**src/rtl/magic_nor_sequencer.sv**
```systemverilog
// Two-phase (INIT/EXEC) sequencer that runs a stored program of NOR ops over
// an NCELLS-bit MAGIC crossbar row, one gate per op.
module magic_nor_sequencer #(
  parameter int NCELLS     = 32,
  parameter int NIN        = 8,
  parameter int PROG_DEPTH = 32,
  parameter int AW         = 5,
  parameter int PW         = 5
) (
  input  logic              clk,
  input  logic              rst_n,
  input  logic              prog_we,
  input  logic [PW-1:0]     prog_addr,
  input  logic [3*AW-1:0]   prog_wdata,
  input  logic [PW:0]       prog_len,
  input  logic              start,
  input  logic [NIN-1:0]    in_vec,
  output logic              busy,
  output logic              done,
  output logic              err,
  output logic [PW:0]       op_count,
  output logic [NCELLS-1:0] cells
);

  localparam logic [AW:0] NIN_L    = (AW+1)'(NIN);
  localparam logic [AW:0] NCELLS_L = (AW+1)'(NCELLS);
  localparam logic [PW:0] DEPTH_L  = (PW+1)'(PROG_DEPTH);

  typedef enum logic [1:0] {S_IDLE, S_INIT, S_EXEC, S_DONE} state_t;

  state_t              state_q, state_d;
  logic [3*AW-1:0]     mem [PROG_DEPTH];
  logic [PW:0]         pc_q, len_q;
  logic [NCELLS-1:0]   cells_q;
  logic                err_q;
  logic [3*AW-1:0]     op;
  logic [AW-1:0]       dst, srca, srcb;
  logic                illegal, last_op, accept;

  // Output cell must be a non-input cell distinct from both operands,
  // otherwise INIT would destroy an operand before EXEC reads it.
  function automatic logic op_illegal(input logic [AW-1:0] d,
                                      input logic [AW-1:0] a,
                                      input logic [AW-1:0] b);
    op_illegal = ({1'b0, d} < NIN_L) || ({1'b0, d} >= NCELLS_L) ||
                 ({1'b0, a} >= NCELLS_L) || ({1'b0, b} >= NCELLS_L) ||
                 (d == a) || (d == b);
  endfunction

  assign op      = mem[pc_q[PW-1:0]];
  assign dst     = op[3*AW-1:2*AW];
  assign srcb    = op[2*AW-1:AW];
  assign srca    = op[AW-1:0];
  assign illegal = op_illegal(dst, srca, srcb);
  assign last_op = (pc_q == (len_q - (PW+1)'(1)));
  assign accept  = (state_q == S_IDLE) && start;

  always_ff @(posedge clk) begin
    if (!rst_n) state_q <= S_IDLE;
    else        state_q <= state_d;
  end

  always_comb begin
    state_d = state_q;
    case (state_q)
      S_IDLE: if (start) begin
        if (prog_len == '0 || prog_len > DEPTH_L) state_d = S_DONE;
        else                                      state_d = S_INIT;
      end
      S_INIT: state_d = illegal ? S_DONE : S_EXEC;
      S_EXEC: state_d = last_op ? S_DONE : S_INIT;
      default: state_d = S_IDLE;
    endcase
  end

  always_comb begin
    busy = (state_q == S_INIT) || (state_q == S_EXEC);
    done = (state_q == S_DONE);
  end

  // A write in the same edge as an accepted start lands before INIT reads it.
  always_ff @(posedge clk) begin
    if (prog_we && !busy) mem[prog_addr] <= prog_wdata;
  end

  always_ff @(posedge clk) begin
    if (!rst_n) begin
      cells_q <= '0;
      pc_q    <= '0;
      len_q   <= '0;
      err_q   <= 1'b0;
    end else begin
      case (state_q)
        S_IDLE: if (accept) begin
          cells_q <= {{(NCELLS-NIN){1'b1}}, in_vec};
          len_q   <= prog_len;
          pc_q    <= '0;
          err_q   <= (prog_len > DEPTH_L);
        end
        S_INIT: begin
          if (illegal) err_q <= 1'b1;
          else         cells_q[dst] <= 1'b1;
        end
        S_EXEC: begin
          cells_q[dst] <= ~(cells_q[srca] | cells_q[srcb]);
          pc_q         <= pc_q + (PW+1)'(1);
        end
        default: ;
      endcase
    end
  end

  assign err      = err_q;
  assign op_count = pc_q;
  assign cells    = cells_q;

endmodule
```
**config.mk**
```make
export PLATFORM = sky130hd
export DESIGN_NAME = magic_nor_sequencer
export DESIGN_NICKNAME = d
export VERILOG_FILES = /design/src/rtl/magic_nor_sequencer.sv
export SDC_FILE = /design/constraint.sdc
export NUM_CORES = 1
export LEC_CHECK = 0
export ABC_AREA = 1
export BUFFER_PORTS_ARGS = -buffer_cell sky130_fd_sc_hd__buf_2
export CAP_MARGIN = 20
export CORE_ASPECT_RATIO = 1.5
export CORE_MARGIN = 5
export CORE_UTILIZATION = 40
export DETAILED_ROUTE_END_ITERATION = 10
export RECOVER_POWER = 50
export SLEW_MARGIN = 20
export SYNTH_ARGS = -nofsm -noshare
export SYNTH_HDL_FRONTEND = slang
export SYNTH_SLANG_ARGS = --single-unit
```
**constraint.sdc**
```tcl
create_clock -name clk -period 2.8 [get_ports clk]
set_input_delay 0.14 -clock clk [delete_from_list [all_inputs] [get_ports clk]]
set_output_delay 0.14 -clock clk [all_outputs]
set_load 0.02 [all_outputs]
```
* After elaboration in Yosys (flattened, before gate mapping)
Memory sizes are Yosys's and may differ from the RTL's. A register that Yosys moved wholly into a read port is not among the register bits.
Cells that the tools add are included.
** Word-level totals
- Register bits after elaboration :: 47
- Memory bits (writable) :: 480
- Bits of input ports :: 38
- Output and inout bits :: 41
- Logic and storage cells :: 68
- Memories kept :: 1
** Memory list
- mem :: depth 32, bits a word 15, rd ports 1, clocked after memory_dff 1, wr ports 1, line 32 : logic [3*AW-1:0] mem [PROG_DEPTH];
** Operators by class
- Add/sub/neg operators :: 2
- Order comparisons :: 6
- Eq/ne operators :: 10
- Multiplexer cells :: 24
- Bitwise gates (word level) :: 3
- Reduce and logical (&&, ||, !) cells :: 17
** Operators with widths (count)
- $pmux W32 S3 :: 1
- $mux W32 :: 2
- $bwmux W32 :: 1
- $or A32 B32 Y32 :: 1
- $lt A5 B6 Y1 const B :: 3
- $pmux W6 S2 :: 1
- $bmux W1 S5 :: 2
- $eq A5 B5 Y1 :: 2
- $mux W5 :: 2
- $mux W1 :: 8
- $ne A2 B2 Y1 const B :: 4
- $add A6 B1 Y6 const B :: 1
- $eq A6 B6 Y1 :: 1
- $gt A6 B6 Y1 const B :: 1
- $logic_not A6 Y1 :: 1
- $mux W2 :: 3
- $mux W6 :: 1
- $pmux W2 S3 :: 1
- $reduce_and A3 Y1 :: 2
- $sub A6 B1 Y6 const B :: 1
- $demux W1 S5 :: 1
- $ge A5 B1 Y1 const B :: 1
- $lt A5 B4 Y1 const B :: 1
- $eq A2 B2 Y1 const B :: 2
- other kinds (11) :: 18

* Depth between registers and ports, before layout
- Word-level depth :: 7
- Mapped depth :: 25
- Gate-level depth less buffers :: 21

* Worst setup path after synthesis
Ideal clock, no wire load.
- Path kind :: register -> register
- From :: register with a tool-made name
- To :: register cells_q[25] (netlist: cells[25])
- Setup time :: 0.109 ns
- Arrival :: 2.302 ns
- Required time :: 2.691 ns
- Path slack :: 0.389 ns
- Cell stages (with the launch flop) :: 23
- Path buffers :: 5
- Period minus slack after synthesis :: 2.411 ns
- Cell sequence :: dfxtp_1 > buf_6 > inv_4 > buf_6 > buf_6 > buf_4 > o21ai_0 > o221ai_1 > nand3_1 > nand3_1 > o21ai_1 > nand2_1 > nand2_1 > nor2_1 > nand3_1 > nand3_1 > nand2_2 > nand2_2 > nor2_4 > buf_6 > nand3_1 > nand2_1 > inv_1
** RTL lines
- to (signal assigned) :: line 95 : cells_q <= {{(NCELLS-NIN){1'b1}}, in_vec};
- to (signal, indexed assignment) :: line 105 : cells_q[dst] <= ~(cells_q[srca] | cells_q[srcb]);
- to (decl) :: line 34 : logic [NCELLS-1:0] cells_q;

==> metrics <==
run status complete, but fails checks; violated checks max-capacitance violations, max-slew violations, negative setup slack; nets@finish around 2400; vias approximately 17000; Worst Reg2Reg Path Length in Cells 19; dpl hpwl ~45000 microns; post-synthesis cell area around 23000 sq um; Sw Share 31.64%; H-tree depth 2; Data arrival, critical path 3.35 ns; final setup fails 32; reg2reg end cells[30]$_SDFFE_PN0P_; leakage dissipation roughly 10 nW; HP Class primary input to flip-flop; Endpoint, Worst Hold mem[28][13]$_DFFE_PP_; Worst-path clk slew 0.07 ns; Port Buffers slightly below 80; Switch Pwr 7.003 mW; GPL Wtd Cong approximately 0.93; CTS tree built; DRC Markers 0; Placed Cells about 3000; Non-Filler Instances between 3000 and 4000; period utilization 103.0%; clk_lat worst skew 0.58 ns; sequential share of power a little over two fifths; Least-Margin Pin Slew between 1.5 and 2 ns; placed cell area approximately 26000 sq um; Fmax around 350 MHz; pwr dens just under 800 nW/um^2; fin area roughly 28000 sq um; hold_sp prog_addr[3]; Post-synth EDFFs 480; Combinational Power Share about 27%; kind of critical path flip-flop to flip-flop; vias per cell 5.476; crit-path max FO 24; Starting Density between 40% and 50%; total CTS buffers 48; Site Rows ~110; WP data required approximately 3.3 ns; sequential area share after synthesis 66.52%; FFs w/ async S/R, synth 0%; reg2reg setup slack -0.09 ns; Layout Skew roughly 0.016 ns; Max IR drop VDD ~460 uV; Die Wd around 210 microns; min Tclk post-route approximately 2.9 ns; gr usage total about a fifth; initial antenna violation count 4; Synth warnings 0; die height 305.2 microns; Post-Syn Instances about 2200; DR WL/cell 21.57 microns; Internal approximately 15 mW; met2 WL about 36000 microns; Antenna Violating Nets Remaining 0; fin. max-slew vios a little under 400; CP startpoint kind flip-flop; Slew Limit Headroom -20.31%; Main synth FF type edfxtp_1; mean post-synth cell area ~11 sq um; Area Overhead vs Synth 21.09%; drt initial violations approximately 1400; Worst setup EP type flip-flop; Hold Crit Depth 3; syn nets about 2200; final setup margin -0.08525 ns; vias in the first global route 17210; Top Ports slightly below 80; wl on met1 26140 microns; drt first pass iters 8; final hold violation count 0; DIE AREA roughly 63000 sq um; core area 57700 sq um; synthesized flop and latch total 532; share of cells above drive strength 1 between 10% and 20%; grt ovf 0; first-pass GRT wire length approximately 100000 microns; clk buf depth 3; routed wl met3 3473 microns; library cells used by synthesis 38; Top Layer Used met5; RSZ-0062 raised after global routing true; root buf cell clkbuf_16; clk sinks between 500 and 600; Routed WL 68790 microns; Clock power frac a little under a third; largest net degree at the start of global routing 36; max_cap viols 14
==> critical path, stage by stage, from the launching register on <==
cell	delay, ns
dfxtp_4	0.40
inv_4	0.07
buf_12	0.15
buf_4	0.20
o21ai_1	0.10
o22ai_1	0.09
o211ai_1	0.28
nand3_1	0.19
nand2_4	0.17
xor2_4	0.18
nor2_1	0.07
nand2_1	0.06
nand3_1	0.08
nand2_2	0.10
nand2_4	0.10
nor2_4	0.13
buf_12	0.18
nand3_1	0.09
nand2_1	0.07
inv_1	0.04
==> worst max path at each step <==
stage	cells after the start	start	to
2_1_floorplan	22	flip-flop	cells[25]$_SDFFE_PN0P_
3_3_place_gp	20	flip-flop	cells[23]$_SDFFE_PN0P_
3_5_place_dp	19	flip-flop	cells[30]$_SDFFE_PN0P_
4_1_cts	21	flip-flop	cells[1]$_SDFFE_PN0P_
5_1_grt	21	flip-flop	cells[3]$_SDFFE_PN0P_
6_report	19	flip-flop	cells[30]$_SDFFE_PN0P_
==> flip-flops by register name, summed over array words and instances (netlist names), named ones only <==
register and flops:
err 1, op_count 6, state_q 2, cells 32, len_q 6, mem 480
==> per-stage QoR <==
| stage | hold slack (ns) | setup WS (ns) | power [mW] | utilization, % | TNS (ns) |
|---|---|---|---|---|---|
| floorplan | 0.2389 | 0.3892 | 13.04 | - | 0 |
| global placement | 0.4161 | -0.2318 | 15.06 | 44.91 | -6.406 |
| detailed placement | 0.4211 | -0.2431 | 15.14 | 44.91 | -6.904 |
| CTS | 0.09781 | -0.07937 | 22.23 | 48.61 | -1.609 |
| global route | 0.1586 | -0.2984 | 23.20 | 48.76 | -8.402 |
| finish | 0.1506 | -0.08525 | 22.14 | 48.76 | -1.822 |
==> logic make-up after synthesis <==
group                      after synthesis  share of synthesized area, %
adders and majority gates                6                        0.3231
buffers and inverters                  229                         4.696
DFF                                    532                         66.52
and+or+nand+nor                       1035                         18.77
AOI/OAI and AO/OA                      370                         9.344
xor gates and xnor gates                 9                        0.3393
==> Yosys cell counts, drive strengths merged (3+ instances only) <==
| cell | number | area, sq um |
|---|---|---|
| nor2 | 289 | 1092 |
| ha | 6 | 75.07 |
| o221ai | 74 | 648.1 |
| o22ai | 10 | 62.56 |
| o21ai | 222 | 1115 |
| buf | 93 | 575.6 |
| nand3 | 311 | 1592 |
| clkbuf | 41 | 153.9 |
| edfxtp | 480 | 14410 |
| nor3 | 3 | 15.01 |
| clkinv | 3 | 11.26 |
| xnor2 | 5 | 43.79 |
| o211ai | 5 | 37.54 |
| nand2 | 428 | 1637 |
| a21oi | 55 | 275.3 |
| xor2 | 4 | 35.03 |
| dfxtp | 52 | 1041 |
| inv | 92 | 350.3 |
==> placed cells by master (no fill, tap or decap), drive strengths merged, types with 3 or more instances in the layout <==
cell type / count
edfxtp: 480
nand2: 428
nand3: 311
nor2: 289
o21ai: 222
buf: 217
clkbuf: 102
inv: 94
o221ai: 74
a21oi: 55
dfxtp: 52
dlygate4sd3: 21
clkinv: 17
o22ai: 10
bufinv: 8
ha: 6
o211ai: 5
xnor2: 5
clkinvlp: 4
xor2: 4
diode: 3
nor3: 3
==> final cells by class <==
cell class                 count  area [sq um]
clock inverter                28         365.4
fill                        5129         29570
antenna                        3         7.507
tap                          770         963.4
multi-input combinational   1420          6897
inverter                      95         366.6
sequential                   532         15460
timing repair buffer         284          2791
clock buffer                  57          1277
==> power groups by stage <==
stage | logic, mW | clock network (mW) | registers, mW
CTS | 5.97 | 7.01 | 9.26
detailed placement | 5.71 | 0 | 9.42
finish | 5.99 | 6.88 | 9.27
floorplan | 3.37 | 0 | 9.67
global route | 6.57 | 7.33 | 9.30
global placement | 5.64 | 0 | 9.41
==> metal layers <==
layer | up-vias | GRT usage [%]
li1 | 8153 | -
met1 | 8558 | 24.91
met2 | 599 | 39.11
met3 | 152 | 2.291
met4 | 2 | 8.660
met5 | - | 0
==> what timing repair did <==
item	4_1_cts	5_1_grt
gates resized for setup	45	20
setup endpoints to repair	33	34
pin swaps	8	5
hold endpoints to repair	17	0
buffers inserted	5	3
hold buffers	21	0
cloned	2	1
(Power assumes the default switching activity.)
